File: src/rtl/mem_access_ctrl_pkg.sv
// -----------------------------------------------------------------------------
// mem_pkg : shared definitions for the memory access controller.
//   - access width encodings (byte / halfword / word)
//   - controller state enumeration
//   - access_ok(): legality of an access for a given address tail and width
// Optional feature macro: MEM_HALFWORD_EN (makes halfword accesses legal).
// -----------------------------------------------------------------------------
package mem_pkg;

    localparam logic [1:0] WIDTH_B = 2'b01;
    localparam logic [1:0] WIDTH_H = 2'b10;
    localparam logic [1:0] WIDTH_W = 2'b11;

    typedef enum logic [2:0] {
        IDLE = 3'd0,
        RD   = 3'd1,
        WR   = 3'd2,
        RESP = 3'd3,
        ERR  = 3'd4
    } state_t;

    // Bytes may sit on any lane, words must be word aligned, halfwords (when
    // enabled) must be halfword aligned; every other encoding is an error.
    function automatic logic access_ok(input logic [1:0] tail, input logic [1:0] width);
        logic ok;
        case (width)
            WIDTH_B: ok = 1'b1;
            WIDTH_W: ok = (tail == 2'b00);
            WIDTH_H: begin
`ifdef MEM_HALFWORD_EN
                ok = (tail[0] == 1'b0);
`else
                ok = 1'b0;
`endif
            end
            default: ok = 1'b0;
        endcase
        return ok;
    endfunction

endpackage

File: src/rtl/mem_access_ctrl_if.sv
// -----------------------------------------------------------------------------
// mem_access_ctrl_if : core request/response bus plus memory bus of the
// memory access controller.
//   slave  modport : the controller (mem_access_ctrl)
//   master modport : the environment (core + memory) driving the controller
// Core side  : req_valid/req_ready/req_we/req_addr/req_width/req_zext/req_wdata,
//              resp_valid/resp_rdata/resp_err
// Memory side: mem_req/mem_we/mem_addr/mem_wdata, mem_rdata/mem_ack
// -----------------------------------------------------------------------------
interface mem_access_ctrl_if #(
    parameter int MEM_AW = 30
);
    logic              req_valid;
    logic              req_ready;
    logic              req_we;
    logic [31:0]       req_addr;
    logic [1:0]        req_width;
    logic              req_zext;
    logic [31:0]       req_wdata;
    logic              resp_valid;
    logic [31:0]       resp_rdata;
    logic              resp_err;
    logic              mem_req;
    logic              mem_we;
    logic [MEM_AW-1:0] mem_addr;
    logic [31:0]       mem_wdata;
    logic [31:0]       mem_rdata;
    logic              mem_ack;

    modport slave (
        input  req_valid, req_we, req_addr, req_width, req_zext, req_wdata,
        input  mem_rdata, mem_ack,
        output req_ready, resp_valid, resp_rdata, resp_err,
        output mem_req, mem_we, mem_addr, mem_wdata
    );

    modport master (
        output req_valid, req_we, req_addr, req_width, req_zext, req_wdata,
        output mem_rdata, mem_ack,
        input  req_ready, resp_valid, resp_rdata, resp_err,
        input  mem_req, mem_we, mem_addr, mem_wdata
    );

endinterface

File: src/rtl/mem_access_ctrl_lane.sv
// -----------------------------------------------------------------------------
// mem_lane : combinational lane handling for the memory access controller.
// Ports:
//   i_word   - memory word (fetched data)
//   i_tail   - byte address bits [1:0]
//   i_width  - access width encoding
//   i_zext   - 1 = zero-extend loads, 0 = sign-extend
//   i_wdata  - store data (byte in [7:0], halfword in [15:0])
//   o_load   - selected lane, extended to 32 bits (word passes unchanged)
//   o_merge  - i_word with the addressed lane replaced by store data
// Optional feature macro: MEM_HALFWORD_EN (adds 16-bit lane handling).
// -----------------------------------------------------------------------------
module mem_lane
    import mem_pkg::*;
(
    input  logic [31:0] i_word,
    input  logic [1:0]  i_tail,
    input  logic [1:0]  i_width,
    input  logic        i_zext,
    input  logic [31:0] i_wdata,
    output logic [31:0] o_load,
    output logic [31:0] o_merge
);

    logic [7:0]  w_byte;
    logic [15:0] w_half;

    // Pick the addressed byte and halfword out of the word.
    always_comb begin
        case (i_tail)
            2'b00:   w_byte = i_word[7:0];
            2'b01:   w_byte = i_word[15:8];
            2'b10:   w_byte = i_word[23:16];
            2'b11:   w_byte = i_word[31:24];
            default: w_byte = 8'h00;
        endcase
        if (i_tail[1]) begin
            w_half = i_word[31:16];
        end else begin
            w_half = i_word[15:0];
        end
    end

    // Extend the selected lane for loads and splice store data for RMW.
    always_comb begin
        o_load  = i_word;
        o_merge = i_word;
        case (i_width)
            WIDTH_B: begin
                o_load = {{24{~i_zext & w_byte[7]}}, w_byte};
                case (i_tail)
                    2'b00:   o_merge[7:0]   = i_wdata[7:0];
                    2'b01:   o_merge[15:8]  = i_wdata[7:0];
                    2'b10:   o_merge[23:16] = i_wdata[7:0];
                    2'b11:   o_merge[31:24] = i_wdata[7:0];
                    default: o_merge        = i_word;
                endcase
            end
`ifdef MEM_HALFWORD_EN
            WIDTH_H: begin
                o_load = {{16{~i_zext & w_half[15]}}, w_half};
                if (i_tail[1]) begin
                    o_merge[31:16] = i_wdata[15:0];
                end else begin
                    o_merge[15:0] = i_wdata[15:0];
                end
            end
`endif
            default: begin
                o_load  = i_word;
                o_merge = i_wdata;
            end
        endcase
    end

endmodule

File: src/rtl/mem_access_ctrl.sv
// -----------------------------------------------------------------------------
// mem_access_ctrl : multi-cycle load/store sequencer between the core and a
// 32-bit word-addressed data memory. One access at a time.
//   loads           : read word, extract + extend lane, respond
//   sub-word stores : read word, merge lane, write word back, respond
//   word stores     : write word, respond
//   illegal access  : error response, no memory cycle
// Ports:
//   clk    - clock
//   rst    - synchronous active-high reset
//   io_bus - mem_access_ctrl_if.slave (core request/response + memory bus)
// Parameter MEM_AW: memory word-address width (word addr = req_addr[MEM_AW+1:2]).
// Optional feature macro: MEM_HALFWORD_EN (halfword loads/stores).
// All interface outputs come straight from registers.
// -----------------------------------------------------------------------------
module mem_access_ctrl
    import mem_pkg::*;
#(
    parameter int MEM_AW = 30
) (
    input  logic              clk,
    input  logic              rst,
    mem_access_ctrl_if.slave  io_bus
);

    // captured request and internal state
    state_t            r_state, w_nxt_state;
    logic              r_we, w_nxt_we;
    logic [1:0]        r_tail, w_nxt_tail;
    logic [1:0]        r_width, w_nxt_width;
    logic              r_zext, w_nxt_zext;
    logic [31:0]       r_wdata, w_nxt_wdata;
    logic [31:0]       r_fetch, w_nxt_fetch;
    // set for the first RESP cycle of a load, where the lane is formatted
    logic              r_fmt, w_nxt_fmt;

    // registered outputs
    logic              r_req_ready, w_nxt_req_ready;
    logic              r_resp_valid, w_nxt_resp_valid;
    logic [31:0]       r_resp_rdata, w_nxt_resp_rdata;
    logic              r_resp_err, w_nxt_resp_err;
    logic              r_mem_req, w_nxt_mem_req;
    logic              r_mem_we, w_nxt_mem_we;
    logic [MEM_AW-1:0] r_mem_addr, w_nxt_mem_addr;
    logic [31:0]       r_mem_wdata, w_nxt_mem_wdata;

    logic [31:0]       w_lane_word;
    logic [31:0]       w_load;
    logic [31:0]       w_merge;

    // RMW merges the word arriving from memory; load formatting uses the latched copy.
    assign w_lane_word = (r_state == RD) ? io_bus.mem_rdata : r_fetch;

    mem_lane u_lane (
        .i_word  (w_lane_word),
        .i_tail  (r_tail),
        .i_width (r_width),
        .i_zext  (r_zext),
        .i_wdata (r_wdata),
        .o_load  (w_load),
        .o_merge (w_merge)
    );

    // Next-state and next-output logic; every register holds by default.
    always_comb begin
        w_nxt_state      = r_state;
        w_nxt_we         = r_we;
        w_nxt_tail       = r_tail;
        w_nxt_width      = r_width;
        w_nxt_zext       = r_zext;
        w_nxt_wdata      = r_wdata;
        w_nxt_fetch      = r_fetch;
        w_nxt_fmt        = r_fmt;
        w_nxt_req_ready  = r_req_ready;
        w_nxt_resp_valid = r_resp_valid;
        w_nxt_resp_rdata = r_resp_rdata;
        w_nxt_resp_err   = r_resp_err;
        w_nxt_mem_req    = r_mem_req;
        w_nxt_mem_we     = r_mem_we;
        w_nxt_mem_addr   = r_mem_addr;
        w_nxt_mem_wdata  = r_mem_wdata;

        case (r_state)
            IDLE: begin
                w_nxt_resp_valid = 1'b0;
                w_nxt_resp_err   = 1'b0;
                w_nxt_resp_rdata = 32'h0000_0000;
                if (io_bus.req_valid && r_req_ready) begin
                    w_nxt_we        = io_bus.req_we;
                    w_nxt_tail      = io_bus.req_addr[1:0];
                    w_nxt_width     = io_bus.req_width;
                    w_nxt_zext      = io_bus.req_zext;
                    w_nxt_wdata     = io_bus.req_wdata;
                    w_nxt_fmt       = 1'b0;
                    w_nxt_req_ready = 1'b0;
                    if (!access_ok(io_bus.req_addr[1:0], io_bus.req_width)) begin
                        // error response goes out in the very next cycle
                        w_nxt_state      = ERR;
                        w_nxt_resp_valid = 1'b1;
                        w_nxt_resp_err   = 1'b1;
                    end else if (io_bus.req_we && (io_bus.req_width == WIDTH_W)) begin
                        w_nxt_state     = WR;
                        w_nxt_mem_req   = 1'b1;
                        w_nxt_mem_we    = 1'b1;
                        w_nxt_mem_addr  = io_bus.req_addr[MEM_AW+1:2];
                        w_nxt_mem_wdata = io_bus.req_wdata;
                    end else begin
                        w_nxt_state    = RD;
                        w_nxt_mem_req  = 1'b1;
                        w_nxt_mem_we   = 1'b0;
                        w_nxt_mem_addr = io_bus.req_addr[MEM_AW+1:2];
                    end
                end else begin
                    w_nxt_req_ready = 1'b1;
                end
            end
            RD: begin
                if (io_bus.mem_ack) begin
                    if (r_we) begin
                        // sub-word store: the write is issued straight after the read
                        w_nxt_state     = WR;
                        w_nxt_mem_req   = 1'b1;
                        w_nxt_mem_we    = 1'b1;
                        w_nxt_mem_wdata = w_merge;
                    end else begin
                        w_nxt_state   = RESP;
                        w_nxt_mem_req = 1'b0;
                        w_nxt_fetch   = io_bus.mem_rdata;
                        w_nxt_fmt     = 1'b1;
                    end
                end else begin
                    w_nxt_state = RD;
                end
            end
            WR: begin
                if (io_bus.mem_ack) begin
                    w_nxt_state      = RESP;
                    w_nxt_mem_req    = 1'b0;
                    w_nxt_mem_we     = 1'b0;
                    w_nxt_resp_valid = 1'b1;
                    w_nxt_resp_err   = 1'b0;
                    w_nxt_resp_rdata = 32'h0000_0000;
                end else begin
                    w_nxt_state = WR;
                end
            end
            RESP: begin
                if (r_fmt) begin
                    // load: present the formatted lane as a one-cycle pulse
                    w_nxt_fmt        = 1'b0;
                    w_nxt_resp_valid = 1'b1;
                    w_nxt_resp_err   = 1'b0;
                    w_nxt_resp_rdata = w_load;
                end else begin
                    w_nxt_state      = IDLE;
                    w_nxt_resp_valid = 1'b0;
                    w_nxt_resp_err   = 1'b0;
                    w_nxt_resp_rdata = 32'h0000_0000;
                    w_nxt_req_ready  = 1'b1;
                end
            end
            ERR: begin
                w_nxt_state      = IDLE;
                w_nxt_resp_valid = 1'b0;
                w_nxt_resp_err   = 1'b0;
                w_nxt_resp_rdata = 32'h0000_0000;
                w_nxt_req_ready  = 1'b1;
            end
            default: begin
                w_nxt_state      = IDLE;
                w_nxt_fmt        = 1'b0;
                w_nxt_req_ready  = 1'b1;
                w_nxt_resp_valid = 1'b0;
                w_nxt_resp_err   = 1'b0;
                w_nxt_resp_rdata = 32'h0000_0000;
                w_nxt_mem_req    = 1'b0;
                w_nxt_mem_we     = 1'b0;
            end
        endcase
    end

    // State and output registers with synchronous reset.
    always_ff @(posedge clk) begin
        if (rst) begin
            r_state      <= IDLE;
            r_we         <= 1'b0;
            r_tail       <= 2'b00;
            r_width      <= 2'b00;
            r_zext       <= 1'b0;
            r_wdata      <= 32'h0000_0000;
            r_fetch      <= 32'h0000_0000;
            r_fmt        <= 1'b0;
            r_req_ready  <= 1'b1;
            r_resp_valid <= 1'b0;
            r_resp_rdata <= 32'h0000_0000;
            r_resp_err   <= 1'b0;
            r_mem_req    <= 1'b0;
            r_mem_we     <= 1'b0;
            r_mem_addr   <= {MEM_AW{1'b0}};
            r_mem_wdata  <= 32'h0000_0000;
        end else begin
            r_state      <= w_nxt_state;
            r_we         <= w_nxt_we;
            r_tail       <= w_nxt_tail;
            r_width      <= w_nxt_width;
            r_zext       <= w_nxt_zext;
            r_wdata      <= w_nxt_wdata;
            r_fetch      <= w_nxt_fetch;
            r_fmt        <= w_nxt_fmt;
            r_req_ready  <= w_nxt_req_ready;
            r_resp_valid <= w_nxt_resp_valid;
            r_resp_rdata <= w_nxt_resp_rdata;
            r_resp_err   <= w_nxt_resp_err;
            r_mem_req    <= w_nxt_mem_req;
            r_mem_we     <= w_nxt_mem_we;
            r_mem_addr   <= w_nxt_mem_addr;
            r_mem_wdata  <= w_nxt_mem_wdata;
        end
    end

    assign io_bus.req_ready  = r_req_ready;
    assign io_bus.resp_valid = r_resp_valid;
    assign io_bus.resp_rdata = r_resp_rdata;
    assign io_bus.resp_err   = r_resp_err;
    assign io_bus.mem_req    = r_mem_req;
    assign io_bus.mem_we     = r_mem_we;
    assign io_bus.mem_addr   = r_mem_addr;
    assign io_bus.mem_wdata  = r_mem_wdata;

endmodule

File: src/flat_wrapper.sv
// flat-port wrapper written by rule: the top's interface ports become plain ports
module mem_access_ctrl_flat import mem_pkg::*;
#(
    parameter int MEM_AW = 30
)
  (clk, rst, io_bus_req_valid, io_bus_req_we, io_bus_req_addr, io_bus_req_width, io_bus_req_zext, io_bus_req_wdata, io_bus_mem_rdata, io_bus_mem_ack, io_bus_req_ready, io_bus_resp_valid, io_bus_resp_rdata, io_bus_resp_err, io_bus_mem_req, io_bus_mem_we, io_bus_mem_addr, io_bus_mem_wdata);
  mem_access_ctrl_if #(.MEM_AW(MEM_AW)) io_bus_i ();
  input  logic clk;
  input  logic rst;
  input wire logic [$bits(io_bus_i.req_valid)-1:0] io_bus_req_valid;
  input wire logic [$bits(io_bus_i.req_we)-1:0] io_bus_req_we;
  input wire logic [$bits(io_bus_i.req_addr)-1:0] io_bus_req_addr;
  input wire logic [$bits(io_bus_i.req_width)-1:0] io_bus_req_width;
  input wire logic [$bits(io_bus_i.req_zext)-1:0] io_bus_req_zext;
  input wire logic [$bits(io_bus_i.req_wdata)-1:0] io_bus_req_wdata;
  input wire logic [$bits(io_bus_i.mem_rdata)-1:0] io_bus_mem_rdata;
  input wire logic [$bits(io_bus_i.mem_ack)-1:0] io_bus_mem_ack;
  output wire logic [$bits(io_bus_i.req_ready)-1:0] io_bus_req_ready;
  output wire logic [$bits(io_bus_i.resp_valid)-1:0] io_bus_resp_valid;
  output wire logic [$bits(io_bus_i.resp_rdata)-1:0] io_bus_resp_rdata;
  output wire logic [$bits(io_bus_i.resp_err)-1:0] io_bus_resp_err;
  output wire logic [$bits(io_bus_i.mem_req)-1:0] io_bus_mem_req;
  output wire logic [$bits(io_bus_i.mem_we)-1:0] io_bus_mem_we;
  output wire logic [$bits(io_bus_i.mem_addr)-1:0] io_bus_mem_addr;
  output wire logic [$bits(io_bus_i.mem_wdata)-1:0] io_bus_mem_wdata;
  assign io_bus_i.req_valid = io_bus_req_valid;
  assign io_bus_i.req_we = io_bus_req_we;
  assign io_bus_i.req_addr = io_bus_req_addr;
  assign io_bus_i.req_width = io_bus_req_width;
  assign io_bus_i.req_zext = io_bus_req_zext;
  assign io_bus_i.req_wdata = io_bus_req_wdata;
  assign io_bus_i.mem_rdata = io_bus_mem_rdata;
  assign io_bus_i.mem_ack = io_bus_mem_ack;
  assign io_bus_req_ready = io_bus_i.req_ready;
  assign io_bus_resp_valid = io_bus_i.resp_valid;
  assign io_bus_resp_rdata = io_bus_i.resp_rdata;
  assign io_bus_resp_err = io_bus_i.resp_err;
  assign io_bus_mem_req = io_bus_i.mem_req;
  assign io_bus_mem_we = io_bus_i.mem_we;
  assign io_bus_mem_addr = io_bus_i.mem_addr;
  assign io_bus_mem_wdata = io_bus_i.mem_wdata;
  mem_access_ctrl #(.MEM_AW(MEM_AW)) u_core (.clk(clk), .rst(rst), .io_bus(io_bus_i));
endmodule
File: config.mk
export PLATFORM = sky130hd
export DESIGN_NAME = mem_access_ctrl_flat
export DESIGN_NICKNAME = d
export VERILOG_FILES = /design/src/rtl/mem_access_ctrl_pkg.sv /design/src/rtl/mem_access_ctrl_if.sv /design/src/rtl/mem_access_ctrl_lane.sv /design/src/rtl/mem_access_ctrl.sv /design/src/flat_wrapper.sv
export SDC_FILE = /design/constraint.sdc
export NUM_CORES = 1
export LEC_CHECK = 0
export CORE_MARGIN = 5
export CORE_UTILIZATION = 54
export CTS_CLUSTER_SIZE = 20
export DETAILED_ROUTE_END_ITERATION = 10
export PLACE_DENSITY = 0.86
export SLEW_MARGIN = 20
export SYNTH_ARGS = -nofsm -noshare
export SYNTH_HDL_FRONTEND = slang
export SYNTH_HIERARCHICAL = 1
export SYNTH_SLANG_ARGS = --single-unit
File: constraint.sdc
create_clock -name clk -period 7.1 [get_ports clk]
set_input_delay 0.71 -clock clk [delete_from_list [all_inputs] [get_ports clk]]
set_output_delay 0.71 -clock clk [all_outputs]
set_load 0.05 [all_outputs]
Yosys cells after proc, flatten, opt, wreduce, memory -nomap -nowiden
Cells that the tools add are included.
- register bits after elaboration: 173
- input bits: 104
- output and inout bits: 99
- logic and storage cells: 113
- equality and inequality tests: 18
- muxes and demuxes: 53
- bitwise operators: 7
- reductions and logical operators: 19
- operators by type and width (operator ; number):
    $mux W32 ; 10
    $pmux W32 S3 ; 1
    $pmux W32 S2 ; 1
    $mux W8 ; 4
    $pmux W8 S4 ; 1
    $mux W1 ; 23
    $pmux W1 S4 ; 3
    $pmux W3 S4 ; 1
    $reduce_and A6 Y1 ; 2
    $mux W3 ; 3
    $pmux W1 S3 ; 3
    $ne A2 B1 Y1 const B ; 4
    $ne A2 B2 Y1 const B ; 4
    $reduce_and A2 Y1 ; 4
    $eq A2 B1 Y1 const B ; 3
    $eq A2 B2 Y1 const B ; 3
    $eq A3 B2 Y1 const B ; 2
    $not A1 Y1 ; 6
    $reduce_and A3 Y1 ; 2
    $reduce_or A2 Y1 ; 3
    $reduce_and A5 Y1 ; 1
    $logic_not A2 Y1 ; 2
    $mux W2 ; 2
    $reduce_and A4 Y1 ; 1
    other kinds (7) ; 8

Logic depth before layout (Yosys ltp)
- word-level depth: 7
- mapped depth: 12
- depth with buffers taken out: 8

Cells and area by module
The synthesis kept the hierarchy.
- modules (own cells, without submodules) (module ; instances ; cells each ; area each (um^2) ; sequential area each (um^2)):
    mem_access_ctrl ; 1 ; 874 ; 6926.6 ; 3463.3
    mem_lane ; 1 ; 179 ; 1362.6 ; 0.0

Worst setup path before layout
Ideal clock, no wire load.
- path kind: flip-flop to flip-flop
- start: register u_core.r_state[0]
- end: register u_core.r_resp_rdata[0] (netlist: u_core/io_bus.resp_rdata[0])
- setup time: 0.128 ns
- data arrival time: 2.183 ns
- required time: 6.972 ns
- path slack: 4.789 ns
- stages on the path, launching flop included: 11
- buffers on the path: 2
- period minus slack after synthesis: 2.311 ns
- cells stage by stage: dfxtp_1 -> or3b_1 -> buf_2 -> clkbuf_1 -> nand2_1 -> nand2_1 -> mux2_4 -> a22o_1 -> mux2_4 -> a22oi_1 -> nor2_1
- cells in the longest elaborated chain, start to end: 6
- elaborated cells between the ends (all ways): 11
- classes of those cells: 4 x eq/ne; 5 x mux; 1 x bitwise; 1 x reduce/logical
- ends and longest elaborated chain (item ; RTL line ; text):
    from (decl) ; mem_access_ctrl.sv:27 ; state_t r_state, w_nxt_state;
    from (signal assigned) ; mem_access_ctrl.sv:202 ; r_state <= w_nxt_state;
    $eq A3 B1 Y1 ; mem_access_ctrl.sv:52 ; assign w_lane_word = (r_state == RD) ? io_bus.mem_rdata : r_fetch;
    $mux W32 ; mem_access_ctrl.sv:52 ;
    named net u_core.w_lane_word[8] ; mem_access_ctrl.sv:47 ; logic [31:0] w_lane_word;
    $pmux W8 S4 ; mem_access_ctrl_lane.sv:30 ; case (i_tail)
    $mux W32 ; mem_access_ctrl_lane.sv:48 ; case (i_width)
    named net u_core.w_load[0] ; mem_access_ctrl.sv:48 ; logic [31:0] w_load;
    $mux W32 ; mem_access_ctrl.sv:148 ; if (r_fmt) begin
    $pmux W32 S3 ; mem_access_ctrl.sv:83 ; case (r_state)
    to (signal assigned) ; mem_access_ctrl.sv:212 ; r_resp_rdata <= w_nxt_resp_rdata;
    to (decl) ; mem_access_ctrl.sv:40 ; logic [31:0] r_resp_rdata, w_nxt_resp_rdata;
The timed path passes the listed nets, and every way through them passes these cells.
A chain may end at the register's enable or synchronous reset.

Worst setup path after layout
- start: register u_core.r_state[0]
- end: register u_core.r_resp_rdata[9] (netlist: u_core/io_bus.resp_rdata[9])
- cells in the longest elaborated chain, start to end: 7
- elaborated cells between the ends (all ways): 12
- classes of those cells: 4 x eq/ne; 5 x mux; 2 x bitwise; 1 x reduce/logical
- ends and longest elaborated chain (item ; RTL line ; text):
    $eq A3 B1 Y1 ; mem_access_ctrl.sv:52 ;
    $mux W32 ; mem_access_ctrl.sv:52 ;
    named net u_core.w_lane_word[31] ; mem_access_ctrl.sv:47 ;
    $pmux W8 S4 ; mem_access_ctrl_lane.sv:30 ;
    $and A1 B1 Y1 ; mem_access_ctrl_lane.sv:50 ; o_load = {{24{~i_zext & w_byte[7]}}, w_byte};
    $mux W32 ; mem_access_ctrl_lane.sv:48 ;
    named net u_core.w_load[9] ; mem_access_ctrl.sv:48 ;
    $mux W32 ; mem_access_ctrl.sv:148 ;
    $pmux W32 S3 ; mem_access_ctrl.sv:83 ;
The timed path passes the listed nets, and every way through them passes these cells.

==> reports/metrics.yaml <==
run_status:
  outcome: "complete, no violations"
sta:
  hold_viol: 0
  tightest_slew_ns: 1.024
  drv_slew: 0
  setup_tns_ns: 0
  whs_ns: 0.4556
  rsz0062_at_grt: "false"
  period_needed_ns: 3.209
  timing.fmax_mhz: 311.6
  max_slew_margin_pct: 31.72
  fin_skew_ns: 0.004731
  finalSetupViolCount: 0
  post-route-period-util_pct: 45.20
worst_setup_path:
  path_max_fanout: 67
  path_class: "reg2reg"
  critPathSlowestCell: "dfxtp_1"
  path_cells: "or3b_2 > buf_4 > nand2_1 > nand2_1 > mux2i_1 > a22o_2 > o21ai_0 > a22oi_1 > nor2_1"
  cp_common_cell: "nand2_1"
  crit_arrival_ns: 3.49
  max_stage_delay_ns: 0.64
  crit_required_ns: 7.38
  setup.worst_path.end_class: "flip-flop"
  crit_path_start_kind: "flip-flop"
synthesis:
  synth-edff-count: 0
  netlist_area_um2: 8289
  ys.flop_type: "dfxtp_1"
  async_reset_ff_share_pct: 0
  synth-seq-cells: 173
  ys.warnings.count: 6
  synth_area_leaders: "dfxtp_1 42%, nand2_1 16%, mux2i_1 6.6%"
  synthCells: 1053
  yosysTopAreaCellShare_pct: 41.78
  yosys.area.top_type: "dfxtp_1"
  synth_cell_types: 55
  syn_avg_cell_area_um2: 7.872
  syn_nets: 1157
  ys_seq_area_share_pct: 41.78
route:
  first_iter_violations: 1063
  drc: 0
  num_vias: 8097
  routed_via_density: 5.800
  ant_nets: 0
  wirelength_um: 25820
  routedWlPerCell_um: 18.49
  first_pass_iters: 5
pwr:
  p_leak_nw: 4.141
  pwr_density_cell_nw_per_um2: 214.3
  vdd_drop_max_mv: 0.1849
final_layout:
  final_area_um2: 10720
  area_growth_pct: 29.37
  n_antenna_cell: 0
  fin_nets: 1302
  drive_above_1_share_pct: 8.030
clocking:
  hold_buffers: 0
  cts.clk_slew.worst_paths_ns: 0.06
  cts_resized: 0
  cts_buffers: 17
  cts_tree: "built"
  cts-root-buf: "clkbuf_16"
  cts_setup_buffers: 0
  ctsLongestPathBuffers: 2
  htreeDepth: 4
  insertion_delay_ns: 0.43
  clock-sinks: 173
grt:
  grt_pass1_vias: 7585
  grt_usage_pct: 28.06
  globalRouteOverflowTotal: 0
  grt_pass1_wl_um: 40190
  grt_antenna_before_repair: 0
  grt_max_degree: 99
die:
  dieArea_um2: 17930
  start_util_pct: 54.73
  rows: 45
  die_w_um: 133.9
  io_pins: 203
  die_h_um: 133.9
  core_um2: 15150
place:
  gp_congestion: 0.9479
  place_hpwl_um: 17390
  portBuffers: 202
  placed_area_um2: 10170
run:
  max-cap-violations: 0
hold_path:
  holdCritPathClass: "reg2reg"
-- logic make-up after synthesis --
| family | synth area share, % |
|---|---|
| compound gates | 19.25 |
| buf+inv | 5.962 |
| flops | 41.78 |
| mux | 10.26 |
| simple gates | 22.75 |
-- worst paths after layout --
kind	from	to	slack, ns	cells after the start
max	u_core/r_state[0]	u_core/io_bus.resp_rdata[9]	3.89	9
min	u_core/r_fetch[6]	u_core/r_fetch[6]	0.46	2
max reg2reg	u_core/r_state[0]	u_core/io_bus.resp_rdata[9]	3.89	9
min reg2reg	u_core/r_fetch[6]	u_core/r_fetch[6]	0.46	2
-- Yosys cell counts (5+ instances only) --
cell type,instances
o21ai_1,8
buf_6,11
o21ai_0,23
nor2_1,69
a21oi_1,107
mux2i_1,55
buf_2,35
dfxtp_1,173
a22o_1,7
clkbuf_1,37
a311oi_1,32
mux2_4,14
mux2_2,6
o21ai_2,19
nor3_1,5
a22oi_1,32
nand2_1,357
nor2b_1,7
-- report_power, final --
group          switching, W  internal [W]  total [W]  leakage (nW)
combinational      0.000234      0.000146   0.000380          2.47
sequential        0.0000293       0.00100    0.00103          1.40
clock              0.000373      0.000511   0.000885         0.270
total              0.000636       0.00166    0.00230          4.14
-- cell usage in the layout (no fill, tap or decap), types with 2 or more instances in the layout --
cell type        netlist  final
mux2_2                 6      6
nand3_1                3      3
clkbuf_16              0     17
clkinvlp_4             0      2
nand2b_1               4      4
o41ai_1                2      2
a21oi_1              107    107
nor3_1                 5      5
and3_1                 2      2
clkbuf_8               0      4
o21ai_2               19     19
inv_1                  4      4
o21ai_0               23     23
mux2_1                 2      2
nor2_1                69     69
clkdlybuf4s50_1        0    201
dfxtp_1              173    173
a311oi_1              32     32
clkinv_2               0      4
mux2_4                14     14
a31oi_1                3      3
mux2i_1               55     55
nand2_1              357    357
a22o_1                 7      7
o21ai_1                8      8
buf_4                  2     14
nor2b_1                7      7
a22oi_1               32     32
-- critical path: cells and delay by family (launching register included) --
kind	cells	cell delay [ns]
and+or+nand+nor	4	0.82
DFF	1	0.64
buffers and inverters	1	0.35
muxes	1	0.14
AOI/OAI and AO/OA	3	1.09
-- flip-flops by register name, summed over array words and instances, names as in the netlist, 2 cells and up --
signal	count
u_core/r_wdata	32
u_core/r_state	3
u_core/r_width	2
u_core/io_bus.resp_rdata	32
u_core/r_tail	2
u_core/io_bus.mem_wdata	32
u_core/r_fetch	32
u_core/io_bus.mem_addr	30
-- metal layers --
layer / vias up / GRT usage (%) / wire length, um
met5: - / 0 / 0
met4: 0 / 12.69 / 981
met3: 77 / 6.077 / 2259
met2: 396 / 45.09 / 12220
met1: 3755 / 36.30 / 10350
li1: 3869 / - / -
-- layout make-up --
class                           instances  area (um^2)
Clock inverter                          7        65.06
Timing Repair Buffer                  215         2117
Inverter                                4        15.01
Tap cell                              188        235.2
Sequential cell                       173         3463
Clock buffer                           22        484.2
Fill cell                            1154         4422
Multi-Input combinational cell        787         4344
-- through the flow --
| step | setup slack, ns | std cells | util [%] | power, W |
|---|---|---|---|---|
| 5_1_grt | 3.641 | 1396 | 70.81 | 0.002372 |
| 3_5_place_dp | 3.985 | 1367 | 67.17 | 0.001426 |
| 3_3_place_gp | 4.072 | 1367 | 67.17 | 0.001419 |
| 2_1_floorplan | 4.789 | 1053 | - | 0.001290 |
| 4_1_cts | 3.918 | 1396 | 70.80 | 0.002299 |
| 6_report | 3.891 | 1396 | 70.81 | 0.002298 |
Note: power is estimated with default switching activity, not from simulation.
